`config.mk`:
```
export PLATFORM = sky130hd
export DESIGN_NAME = output_control_flat
export DESIGN_NICKNAME = d
export VERILOG_FILES = /design/src/rtl/output_control_pkg.sv /design/src/rtl/output_control_if.sv /design/src/rtl/ONEshot.sv /design/src/rtl/output_control_bcd.sv /design/src/rtl/output_control.sv /design/src/flat_wrapper.sv
export SDC_FILE = /design/constraint.sdc
export NUM_CORES = 1
export LEC_CHECK = 0
export BUFFER_PORTS_ARGS = -buffer_cell sky130_fd_sc_hd__buf_2
export CORE_MARGIN = 4
export CORE_UTILIZATION = 35
export CTS_CLUSTER_SIZE = 28
export DETAILED_ROUTE_END_ITERATION = 8
export GPL_ROUTABILITY_DRIVEN = 0
export PLACE_DENSITY = 0.52
export SLEW_MARGIN = 20
export SYNTH_ARGS = -nofsm -noshare
export SYNTH_HDL_FRONTEND = slang
export SYNTH_HIERARCHICAL = 1
export SYNTH_SLANG_ARGS = --single-unit
```
`constraint.sdc`:
```
create_clock -name clk -period 2.7 [get_ports clk]
set_clock_uncertainty 0.05 [all_clocks]
set_input_delay 0.135 -clock clk [delete_from_list [all_inputs] [get_ports clk]]
set_output_delay 0.135 -clock clk [all_outputs]
set_load 0.1 [all_outputs]
```
`src/rtl/output_control_pkg.sv`:
```
// output_control_pkg
// Shared types and constants for the result-side output stage:
//   out_state_t    - control FSM states (IDLE, CONVERT, SHOW)
//   OP_DIV/OP_SQRT - opcodes for which a remainder/residual is meaningful
//   BCD_ERR_NIBBLE - nibble value shown on every digit when an error is displayed
//   dabble_adjust  - add-3 correction applied to one BCD digit before each shift
package output_control_pkg;

    typedef enum logic [1:0] {
        IDLE    = 2'b00,
        CONVERT = 2'b01,
        SHOW    = 2'b10
    } out_state_t;

    localparam logic [1:0] OP_DIV         = 2'b00;
    localparam logic [1:0] OP_SQRT        = 2'b01;
    localparam logic [3:0] BCD_ERR_NIBBLE = 4'hF;

    // Double-dabble correction: a digit of 5 or more would overflow past 9
    // after the next doubling, so bias it by 3 first.
    function automatic logic [3:0] dabble_adjust(input logic [3:0] digit);
        if (digit >= 4'd5) begin
            return digit + 4'd3;
        end else begin
            return digit;
        end
    endfunction

endpackage

```
`src/rtl/output_control_if.sv`:
```
// output_control_if
// Bundles the core-result inputs, the raw operator buttons and the display
// outputs of output_control.
//   slave  - used by output_control: core/button signals in, display signals out
//   master - used by whoever drives the core side and observes the display
interface output_control_if #(
    parameter int WORD_LENGHT = 8,
    parameter int BCD_DIGITS  = 3
);

    logic [WORD_LENGHT-1:0]  result;
    logic                    result_sign;
    logic [WORD_LENGHT-1:0]  remainder;
    logic [1:0]              opCode;
    logic                    done;
    logic                    error_in;
    logic                    start;
    logic                    load;

    logic [WORD_LENGHT:0]    data_out;
    logic                    sign_out;
    logic [4*BCD_DIGITS-1:0] bcd_out;
    logic                    valid_out;
    logic                    busy;
    logic                    showing_remainder;
    logic                    error_out;

    modport slave (
        input  result, result_sign, remainder, opCode, done, error_in, start, load,
        output data_out, sign_out, bcd_out, valid_out, busy, showing_remainder, error_out
    );

    modport master (
        output result, result_sign, remainder, opCode, done, error_in, start, load,
        input  data_out, sign_out, bcd_out, valid_out, busy, showing_remainder, error_out
    );

endinterface

```
`src/rtl/ONEshot.sv`:
```
// ONEshot
// Turns a raw button level into a single-cycle registered pulse on its rising edge.
//   clk       - system clock
//   rst       - asynchronous active-low reset (clears the edge history)
//   sig_in    - raw level
//   pulse_out - one-cycle pulse, one cycle after sig_in rises
module ONEshot (
    input  logic clk,
    input  logic rst,
    input  logic sig_in,
    output logic pulse_out
);

    logic prev_r;
    logic pulse_r;

    // Edge history and registered rising-edge pulse.
    always_ff @(posedge clk or negedge rst) begin
        if (!rst) begin
            prev_r  <= 1'b0;
            pulse_r <= 1'b0;
        end else begin
            prev_r  <= sig_in;
            pulse_r <= sig_in & ~prev_r;
        end
    end

    assign pulse_out = pulse_r;

endmodule

```
`src/rtl/output_control_bcd.sv`:
```
// bin_to_bcd_seq
// Sequential double-dabble binary-to-BCD converter, one input bit per cycle.
//   clk, rst - clock and asynchronous active-low reset
//   start    - load bin_in and (re)start; accepted even while busy
//   bin_in   - unsigned binary value to convert
//   busy     - iterations in progress
//   done     - one-cycle pulse once bcd_out holds the new result
//   bcd_out  - packed BCD result, digit 0 in the LSBs; held until the next run
module bin_to_bcd_seq
    import output_control_pkg::*;
#(
    parameter int WORD_LENGHT = 8,
    parameter int BCD_DIGITS  = 3
) (
    input  logic                    clk,
    input  logic                    rst,
    input  logic                    start,
    input  logic [WORD_LENGHT-1:0]  bin_in,
    output logic                    busy,
    output logic                    done,
    output logic [4*BCD_DIGITS-1:0] bcd_out
);

    localparam int CW = $clog2(WORD_LENGHT + 1);

    logic [WORD_LENGHT-1:0]  bin_r;
    logic [4*BCD_DIGITS-1:0] bcd_r;
    logic [4*BCD_DIGITS-1:0] bcd_out_r;
    logic [CW-1:0]           cnt_r;
    logic                    busy_r;
    logic                    done_r;
    logic [4*BCD_DIGITS-1:0] adj_s;
    logic [4*BCD_DIGITS-1:0] bcd_next_s;

    // Add-3 correction on every digit, then shift the next binary MSB in.
    always_comb begin
        adj_s = bcd_r;
        for (int i = 0; i < BCD_DIGITS; i++) begin
            adj_s[4*i +: 4] = dabble_adjust(bcd_r[4*i +: 4]);
        end
        bcd_next_s = {adj_s[4*BCD_DIGITS-2:0], bin_r[WORD_LENGHT-1]};
    end

    // Iteration counter, shift registers and result latch.
    always_ff @(posedge clk or negedge rst) begin
        if (!rst) begin
            bin_r     <= '0;
            bcd_r     <= '0;
            bcd_out_r <= '0;
            cnt_r     <= '0;
            busy_r    <= 1'b0;
            done_r    <= 1'b0;
        end else if (start) begin
            bin_r  <= bin_in;
            bcd_r  <= '0;
            cnt_r  <= CW'(WORD_LENGHT);
            busy_r <= 1'b1;
            done_r <= 1'b0;
        end else if (busy_r) begin
            bcd_r <= bcd_next_s;
            bin_r <= {bin_r[WORD_LENGHT-2:0], 1'b0};
            cnt_r <= cnt_r - CW'(1);
            if (cnt_r == CW'(1)) begin
                busy_r    <= 1'b0;
                done_r    <= 1'b1;
                bcd_out_r <= bcd_next_s;
            end else begin
                done_r <= 1'b0;
            end
        end else begin
            done_r <= 1'b0;
        end
    end

    assign busy    = busy_r;
    assign done    = done_r;
    assign bcd_out = bcd_out_r;

endmodule

```
`src/rtl/output_control.sv`:
```
// output_control
// Captures the sign-magnitude result/remainder/error from the arithmetic core on
// `done`, converts the selected value to two's complement and BCD, and holds it
// for the display. `load` toggles quotient/root vs remainder (divide/sqrt only),
// `start` clears the block.
//   clk - system clock
//   rst - asynchronous active-low reset
//   io  - output_control_if.slave: core result inputs, raw start/load, display outputs
module output_control
    import output_control_pkg::*;
#(
    parameter int WORD_LENGHT = 8,
    parameter int BCD_DIGITS  = 3
) (
    input  logic             clk,
    input  logic             rst,
    output_control_if.slave  io
);

    out_state_t              state_r;
    out_state_t              state_next_s;

    logic [WORD_LENGHT-1:0]  result_r;
    logic                    result_sign_r;
    logic [WORD_LENGHT-1:0]  remainder_r;
    logic [1:0]              opcode_r;
    logic                    error_r;
    logic                    showing_r;

    logic [WORD_LENGHT:0]    data_r;
    logic                    sign_r;
    logic [4*BCD_DIGITS-1:0] bcd_r;
    logic                    valid_r;
    logic                    busy_r;
    logic                    error_out_r;

    logic                    start_p_s;
    logic                    load_p_s;
    logic                    capture_s;
    logic                    toggle_s;
    logic                    publish_s;
    logic                    conv_start_s;
    logic [WORD_LENGHT-1:0]  conv_bin_s;
    logic                    conv_busy_s;
    logic                    conv_done_s;
    logic [4*BCD_DIGITS-1:0] conv_bcd_s;
    logic                    has_remainder_s;

    // Negative zero is folded to +0 by the caller clearing neg.
    function automatic logic [WORD_LENGHT:0] to_twos(input logic [WORD_LENGHT-1:0] mag,
                                                     input logic neg);
        logic [WORD_LENGHT:0] ext;
        ext = {1'b0, mag};
        if (neg) begin
            return ~ext + {{WORD_LENGHT{1'b0}}, 1'b1};
        end else begin
            return ext;
        end
    endfunction

    ONEshot u_start_os (.clk(clk), .rst(rst), .sig_in(io.start), .pulse_out(start_p_s));
    ONEshot u_load_os  (.clk(clk), .rst(rst), .sig_in(io.load),  .pulse_out(load_p_s));

    bin_to_bcd_seq #(
        .WORD_LENGHT(WORD_LENGHT),
        .BCD_DIGITS (BCD_DIGITS)
    ) u_bcd (
        .clk    (clk),
        .rst    (rst),
        .start  (conv_start_s),
        .bin_in (conv_bin_s),
        .busy   (conv_busy_s),
        .done   (conv_done_s),
        .bcd_out(conv_bcd_s)
    );

    assign has_remainder_s = (opcode_r == OP_DIV) || (opcode_r == OP_SQRT);

    // Next-state and control strobes; done > start > load.
    always_comb begin
        state_next_s = state_r;
        capture_s    = 1'b0;
        toggle_s     = 1'b0;
        publish_s    = 1'b0;
        conv_start_s = 1'b0;
        conv_bin_s   = '0;
        if (io.done) begin
            // A new completion is accepted in any state; the converter is
            // started straight from the core inputs so no cycle is lost.
            capture_s    = 1'b1;
            conv_start_s = ~io.error_in;
            conv_bin_s   = io.result;
            state_next_s = io.error_in ? SHOW : CONVERT;
        end else begin
            case (state_r)
                IDLE: begin
                    state_next_s = IDLE;
                end
                CONVERT: begin
                    if (start_p_s) begin
                        state_next_s = IDLE;
                    end else if (conv_done_s && !conv_busy_s) begin
                        publish_s    = 1'b1;
                        state_next_s = SHOW;
                    end else begin
                        state_next_s = CONVERT;
                    end
                end
                SHOW: begin
                    if (start_p_s) begin
                        state_next_s = IDLE;
                    end else if (load_p_s && has_remainder_s && !error_r) begin
                        toggle_s     = 1'b1;
                        conv_start_s = 1'b1;
                        conv_bin_s   = showing_r ? result_r : remainder_r;
                        state_next_s = CONVERT;
                    end else if (!valid_r) begin
                        // Only reachable right after an error capture: the
                        // error display goes out one cycle after capture.
                        publish_s    = 1'b1;
                        state_next_s = SHOW;
                    end else begin
                        state_next_s = SHOW;
                    end
                end
                default: begin
                    state_next_s = IDLE;
                end
            endcase
        end
    end

    // FSM state register.
    always_ff @(posedge clk or negedge rst) begin
        if (!rst) begin
            state_r <= IDLE;
        end else begin
            state_r <= state_next_s;
        end
    end

    // Captured core values and the quotient/remainder selection.
    always_ff @(posedge clk or negedge rst) begin
        if (!rst) begin
            result_r      <= '0;
            result_sign_r <= 1'b0;
            remainder_r   <= '0;
            opcode_r      <= 2'b00;
            error_r       <= 1'b0;
            showing_r     <= 1'b0;
        end else begin
            if (capture_s) begin
                result_r      <= io.result;
                result_sign_r <= io.result_sign;
                remainder_r   <= io.remainder;
                opcode_r      <= io.opCode;
                error_r       <= io.error_in;
            end
            if (capture_s || state_next_s == IDLE) begin
                showing_r <= 1'b0;
            end else if (toggle_s) begin
                showing_r <= ~showing_r;
            end
        end
    end

    // Display registers: cleared in IDLE, loaded when the value is published,
    // otherwise held (valid drops while a new value is being prepared).
    always_ff @(posedge clk or negedge rst) begin
        if (!rst) begin
            data_r      <= '0;
            sign_r      <= 1'b0;
            bcd_r       <= '0;
            valid_r     <= 1'b0;
            busy_r      <= 1'b0;
            error_out_r <= 1'b0;
        end else begin
            busy_r <= (state_next_s == CONVERT);
            if (state_next_s == IDLE) begin
                data_r      <= '0;
                sign_r      <= 1'b0;
                bcd_r       <= '0;
                valid_r     <= 1'b0;
                error_out_r <= 1'b0;
            end else if (publish_s) begin
                valid_r <= 1'b1;
                if (error_r) begin
                    data_r      <= '0;
                    sign_r      <= 1'b0;
                    bcd_r       <= {BCD_DIGITS{BCD_ERR_NIBBLE}};
                    error_out_r <= 1'b1;
                end else if (showing_r) begin
                    data_r      <= {1'b0, remainder_r};
                    sign_r      <= 1'b0;
                    bcd_r       <= conv_bcd_s;
                    error_out_r <= 1'b0;
                end else begin
                    data_r      <= to_twos(result_r, result_sign_r && (result_r != '0));
                    sign_r      <= result_sign_r && (result_r != '0);
                    bcd_r       <= conv_bcd_s;
                    error_out_r <= 1'b0;
                end
            end else if (capture_s || state_next_s != SHOW) begin
                valid_r <= 1'b0;
            end
        end
    end

    assign io.data_out          = data_r;
    assign io.sign_out          = sign_r;
    assign io.bcd_out           = bcd_r;
    assign io.valid_out         = valid_r;
    assign io.busy              = busy_r;
    assign io.showing_remainder = showing_r;
    assign io.error_out         = error_out_r;

endmodule

```
`src/flat_wrapper.sv`:
```
// flat-port wrapper written by rule: the top's interface ports become plain ports
module output_control_flat import output_control_pkg::*;
#(
    parameter int WORD_LENGHT = 8,
    parameter int BCD_DIGITS  = 3
)
  (clk, rst, io_result, io_result_sign, io_remainder, io_opCode, io_done, io_error_in, io_start, io_load, io_data_out, io_sign_out, io_bcd_out, io_valid_out, io_busy, io_showing_remainder, io_error_out);
  output_control_if #(.WORD_LENGHT(WORD_LENGHT), .BCD_DIGITS(BCD_DIGITS)) io_i ();
  input  logic clk;
  input  logic rst;
  input wire logic [$bits(io_i.result)-1:0] io_result;
  input wire logic [$bits(io_i.result_sign)-1:0] io_result_sign;
  input wire logic [$bits(io_i.remainder)-1:0] io_remainder;
  input wire logic [$bits(io_i.opCode)-1:0] io_opCode;
  input wire logic [$bits(io_i.done)-1:0] io_done;
  input wire logic [$bits(io_i.error_in)-1:0] io_error_in;
  input wire logic [$bits(io_i.start)-1:0] io_start;
  input wire logic [$bits(io_i.load)-1:0] io_load;
  output wire logic [$bits(io_i.data_out)-1:0] io_data_out;
  output wire logic [$bits(io_i.sign_out)-1:0] io_sign_out;
  output wire logic [$bits(io_i.bcd_out)-1:0] io_bcd_out;
  output wire logic [$bits(io_i.valid_out)-1:0] io_valid_out;
  output wire logic [$bits(io_i.busy)-1:0] io_busy;
  output wire logic [$bits(io_i.showing_remainder)-1:0] io_showing_remainder;
  output wire logic [$bits(io_i.error_out)-1:0] io_error_out;
  assign io_i.result = io_result;
  assign io_i.result_sign = io_result_sign;
  assign io_i.remainder = io_remainder;
  assign io_i.opCode = io_opCode;
  assign io_i.done = io_done;
  assign io_i.error_in = io_error_in;
  assign io_i.start = io_start;
  assign io_i.load = io_load;
  assign io_data_out = io_i.data_out;
  assign io_sign_out = io_i.sign_out;
  assign io_bcd_out = io_i.bcd_out;
  assign io_valid_out = io_i.valid_out;
  assign io_busy = io_i.busy;
  assign io_showing_remainder = io_i.showing_remainder;
  assign io_error_out = io_i.error_out;
  output_control #(.WORD_LENGHT(WORD_LENGHT), .BCD_DIGITS(BCD_DIGITS)) u_core (.clk(clk), .rst(rst), .io(io_i));
endmodule
```
==> qor.yml, run 1 <==
cts:
  cts_buffer_depth: 2
  cts_made_buffers: 9
  hold_buffers: 20
  clkSinkCount: 88
  clock_latency_ns: 0.34
  clkTransAtPathRegs_ns: 0.06
  cts_resized: 0
  htree_levels: 3
  cts_setup_buffers: 0
  root_buffer: "clkbuf_16"
  cts_tree: "yes"
worst_setup_path:
  required_ns: 2.87
  path_class: "reg -> reg"
  crit_fanout: 19
  arrival_ns: 2.49
  ff2ff_setup_slack_ns: 0.38
  setup.worst_path.end_class: "register"
  startpoint_type: "register"
routing:
  num_vias: 3219
  wire_per_inst_um: 13.7
  vias_per_cell: 4.78
  drt_iter0_drc: 164
  firstDrtPassIters: 4
  drc: 0
  wirelength_um: 9240
  antenna_left: 0
logic_synthesis:
  synthesis.area_mm2: 0.00440
  yosysUniqueCellTypes: 51
  synthCells: 443
  yosysSeqAreaShare: 0.501
  ys_ff_latch: 88
  synth_top_area_cell: "dfrtp_1"
  syn-num-nets: 479
  ys.flop_type: "dfrtp_1"
  ys_top_cells_by_area: "dfrtp_1 50%, o21ai_0 5.4%, nand2_1 4.4%, a21oi_1 3.9%, mux2i_1 3.6%"
  synth_edf_count: 0
  synth-async-reset-ratio: 1.00
  synth_area_per_cell_um2: 9.92
  yosysWarnings: 6
  yosysTopAreaCellShare: 0.501
die:
  die_w_um: 120
  fp.dieH_um: 120
  ios: 51
  initial_core_util: 0.361
  core_mm2: 0.0122
  dieArea_mm2: 0.0144
  fp-row-count: 40
final_layout:
  fin_nets: 540
  area_delta_synth_final_pct: 19.1
  layout_commonest_cell: "dfrtp_1"
  fillCellCount: 1219
  final_cell_mix: "88 x dfrtp_1, 51 x nand2_1, 48 x buf_2"
  drive_gt1_frac: 0.196
  diodes: 0
hold_path:
  hold_class: "in -> reg"
sta:
  slew_violations: 0
  finalSetupTns_ns: 0
  tightest_slew_ns: 0.789
  final-hold-violation-count: 0
  grt_setup_unrepaired: "false"
  slew_headroom: 0.474
  period_minus_slack_ns: 2.32
  period_share: 0.858
  timing.fmax_mhz: 432
  hold_ws_ns: 0.00434
  setup_viol: 0
power_and_ir_drop:
  power.leakage_uw: 0.00242
  peakVddDrop_mv: 0.385
  powerDensity_mw_per_mm2: 800
grt:
  antenna_found_initial: 0
  grt_max_degree: 89
  grt-ovfl-total: 0
  grt_pass1_wl_um: 15900
  gr-usage-all-layers: 0.138
  grt_pass1_vias: 3301
job:
  drv_cap: 0
status:
  status: "completed"
placed_design:
  dpl.hpwl_um: 6450
  io_buffers: 49
layer usage:
metal  vias to the layer above  wire length [um]  GRT usage
li1                       1653                 -          -
met3                         7               322     0.0410
met2                        38              4530      0.231
met4                         0                95     0.0344
met1                      1521              4290      0.174
met5                         -                 0          0
critical path, stage by stage (launching register included):
cell,delay [ns]
dfrtp_1,0.35
inv_1,0.05
ha_1,0.21
nand2b_1,0.11
nand2b_1,0.18
or2_1,0.30
nand2_1,0.17
nor2b_4,0.16
nand3_1,0.12
buf_4,0.22
mux2_4,0.30
path summary, 6_finish.rpt:
kind,cells past startpoint,from,end
worst max-delay path,10,u_core/state_r[0],u_core/u_bcd/bcd_out[0]
worst min-delay path,3,io_result[2],u_core/result_r[2]
worst max register to register,10,u_core/state_r[0],u_core/u_bcd/bcd_out[0]
worst min register to register,1,u_core/u_start_os/prev_r,u_core/u_start_os/pulse_out
max in group asynchronous,3,rst,u_core/u_bcd/done
min in group asynchronous,3,rst,u_core/remainder_r[3]
where the power goes:
part	leakage [uW]	switching, uW	total (uW)	internal [uW]
clock	0.000121	467	1070	605
combinational	0.00116	748	1310	560
sequential	0.00114	232	1810	1580
cell type report:
cell class	instances	area, um^2	area share
clock buffers	11	233	0.0444
clock inverters	2	10.0	0.00191
inverters	23	86.3	0.0165
multi-input cells	304	1970	0.376
flip-flops and latches	88	2200	0.421
well taps	168	210	0.0401
repair buffers	78	528	0.101
synth_stat cells, drive strengths merged (2+ instances only):
cell	instances
dfrtp	88
o21ai	57
nand2	51
a21oi	37
nor2	24
inv	23
mux2i	16
mux2	15
buf	14
clkbuf	14
nand2b	14
ha	11
nor2b	10
xnor2	8
a31oi	6
nand3	5
nor3	5
a22o	4
nor3b	4
a211oi	3
a32o	3
or2	3
a21o	2
a22oi	2
nor4	2
o211ai	2
o21bai	2
o22ai	2
o31ai	2
or3	2
or4	2
xor2	2
metrics by stage:
stage	instance area (um^2)	utilization	std cells	total power [uW]	worst slack (ns)
finish	5240	0.431	674	4190	0.384
global route	5240	0.431	674	4510	0.160
CTS	5240	0.431	674	4260	0.350
detailed placement	4790	0.394	641	3140	0.370
global placement	4790	0.394	641	3110	0.390
floorplan	4400	-	443	2840	0.449
cell families after synthesis:
family                   Yosys count  synth area share
buffers and inverters             51            0.0527
multiplexers                      31            0.0766
adder cells (fa/ha/maj)           11            0.0313
AO/OA/AOI/OAI                    126             0.171
XOR/XNOR                          10            0.0199
flip-flops                        88             0.501
AND/OR/NAND/NOR                  126             0.148
registers in the layout, indices dropped and copies added, names as in the netlist, 2 cells and up:
signal / flops
u_core/io.bcd_out: 12
u_core/remainder_r: 8
u_core/result_r: 8
u_core/io.data_out: 9
u_core/u_bcd/bcd_r: 12
u_core/u_bcd/bcd_out: 12
u_core/u_bcd/bin_r: 8
u_core/u_bcd/cnt_r: 4
u_core/state_r: 2
No activity file was read; power rests on OpenSTA's default activity.
==> inputs of run 2 (changes only) <==
--- a/config.mk
+++ b/config.mk
@@ -11,6 +11,7 @@
 export CTS_CLUSTER_SIZE = 28
 export DETAILED_ROUTE_END_ITERATION = 8
 export GPL_ROUTABILITY_DRIVEN = 0
+export GPL_TIMING_DRIVEN = 0
 export PLACE_DENSITY = 0.52
 export SLEW_MARGIN = 20
 export SYNTH_ARGS = -nofsm -noshare
==> qor.yml, run 2 (same netlist as run 1, synthesis figures left out) <==
status:
  status: "completed"
worst_setup_path:
  crit_fanout: 10
  crit_top_cell: "buf_2"
  crit_family: "simple AND/OR/NAND/NOR gates"
  required_ns: 2.88
  crit_path_max_incr_delay_ns: 0.36
  startpoint_type: "register"
  path_class: "reg -> reg"
  arrival_ns: 2.63
  critPathSlowestCell: "or2_1"
  setup.worst_path.end_class: "register"
  path_buf_inv: 3
  path_cells: "buf_2 -> nor3b_2 -> nand2b_1 -> or2_1 -> nand2_1 -> buf_6 -> nor2b_4 -> nand3_1 -> buf_2 -> mux2_4"
final_layout:
  fin_nets: 559
  final_cell_mix: "88 x dfrtp_1, 55 x buf_2, 51 x nand2_1"
  diodes: 0
  drive_gt1_frac: 0.206
  area_delta_synth_final_pct: 23.9
  layout_commonest_cell: "dfrtp_1"
  final_cell_count_no_fill: 696
routing:
  vias_per_cell: 4.88
  wirelength_um: 10400
  drc: 0
  num_vias: 3396
  wire_per_inst_um: 15.0
  antenna_left: 0
  drt_iter0_drc: 194
  firstDrtPassIters: 4
grt:
  grt-ovfl-total: 0
  antenna_found_initial: 0
  grt_pass1_vias: 3492
  grt_pass1_wl_um: 17600
  gr-usage-all-layers: 0.154
  grt_max_degree: 74
die:
  fp.dieH_um: 120
  ios: 51
  core_mm2: 0.0122
  fp-row-count: 40
  dieArea_mm2: 0.0144
  die_w_um: 120
  initial_core_util: 0.361
sta:
  grt_setup_unrepaired: "false"
  final-hold-violation-count: 0
  finalSetupTns_ns: 0
  tightest_slew_ns: 0.640
  slew_violations: 0
  period_minus_slack_ns: 2.45
  timing.fmax_mhz: 408
  slew_headroom: 0.573
  period_share: 0.908
  setup_viol: 0
hold_path:
  hold_class: "in -> reg"
cts:
  cts_made_buffers: 9
  clkTransAtPathRegs_ns: 0.06
  clock_latency_ns: 0.35
  cts_tree: "yes"
  cts_buffer_depth: 2
  clkSinkCount: 88
  cts_setup_buffers: 0
  htree_levels: 3
  root_buffer: "clkbuf_16"
power_and_ir_drop:
  power.leakage_uw: 0.00252
  powerDensity_mw_per_mm2: 858
  peakVddDrop_mv: 0.361
job:
  drv_cap: 0
placed_design:
  io_buffers: 48
  placed_cells: 660
  dpl.hpwl_um: 7420
==> run 2: power breakdown <==
group	internal, uW	total [uW]	leakage, uW	switching (uW)
clock network	953	1470	0.000172	519
logic	584	1390	0.00120	810
registers	1580	1810	0.00114	232
total	3120	4680	0.00252	1560
==> run 2: layer usage <==
metal  vias to the layer above  routed length (um)  GRT usage
met1                      1641                4680      0.193
met5                         -                   0          0
li1                       1686                   -          -
met2                        57                5180      0.259
met4                         0                 147     0.0422
met3                        12                 445     0.0452
==> run 2: path summary, 6_finish.rpt <==
path / start / endpoint / slack (ns) / depth (start not counted)
worst max-delay path: u_core/error_r / u_core/u_bcd/bcd_out[0] / 0.25 / 10
worst min-delay path: io_result[7] / u_core/result_r[7] / 0.02 / 3
worst max register to register: u_core/error_r / u_core/u_bcd/bcd_out[0] / 0.25 / 10
worst min register to register: u_core/u_start_os/prev_r / u_core/u_start_os/pulse_out / 0.39 / 1
max in group asynchronous: rst / u_core/u_load_os/prev_r / 1.84 / 3
min in group asynchronous: rst / u_core/remainder_r[3] / 0.14 / 2
==> run 2: worst register-to-register path: stages (launching register included) <==
cell      delay, ns
dfrtp_1        0.35
buf_2          0.20
nor3b_2        0.25
nand2b_1       0.15
or2_1          0.36
nand2_1        0.13
buf_6          0.14
nor2b_4        0.05
nand3_1        0.10
buf_2          0.23
mux2_4         0.31
==> run 2: stage by stage <==
stage               setup WS [ns]  instance area [um^2]  hold WS, ns   util  total power (uW)
global route               0.0780                  5450       0.0444  0.448              4990
detailed placement         0.0474                  4880      -0.0737  0.401              3210
CTS                        0.0134                  5450       0.0192  0.448              4720
global placement           0.0423                  4850        0.213  0.398              3160
floorplan                   0.449                  4400       -0.211      -              2840
finish                      0.250                  5450       0.0233  0.448              4680
==> run 2: repair_timing <==
item | in CTS | in global routing
endpoints found under the setup margin | 0 | 31
endpoints found under the hold margin | 111 | 0
hold buffers | 21 | 0
gates resized for setup | 0 | 1
==> run 2: cell type report <==
| type | count | area [um^2] |
|---|---|---|
| Clock buffer | 11 | 253 |
| Buffer | 27 | 141 |
| Timing Repair Buffer | 70 | 484 |
| Tap cell | 168 | 210 |
| Multi-Input combinational cell | 304 | 1970 |
| Inverter | 23 | 86.3 |
| Clock inverter | 5 | 103 |
| Fill cell | 1207 | 6720 |
| Sequential cell | 88 | 2200 |
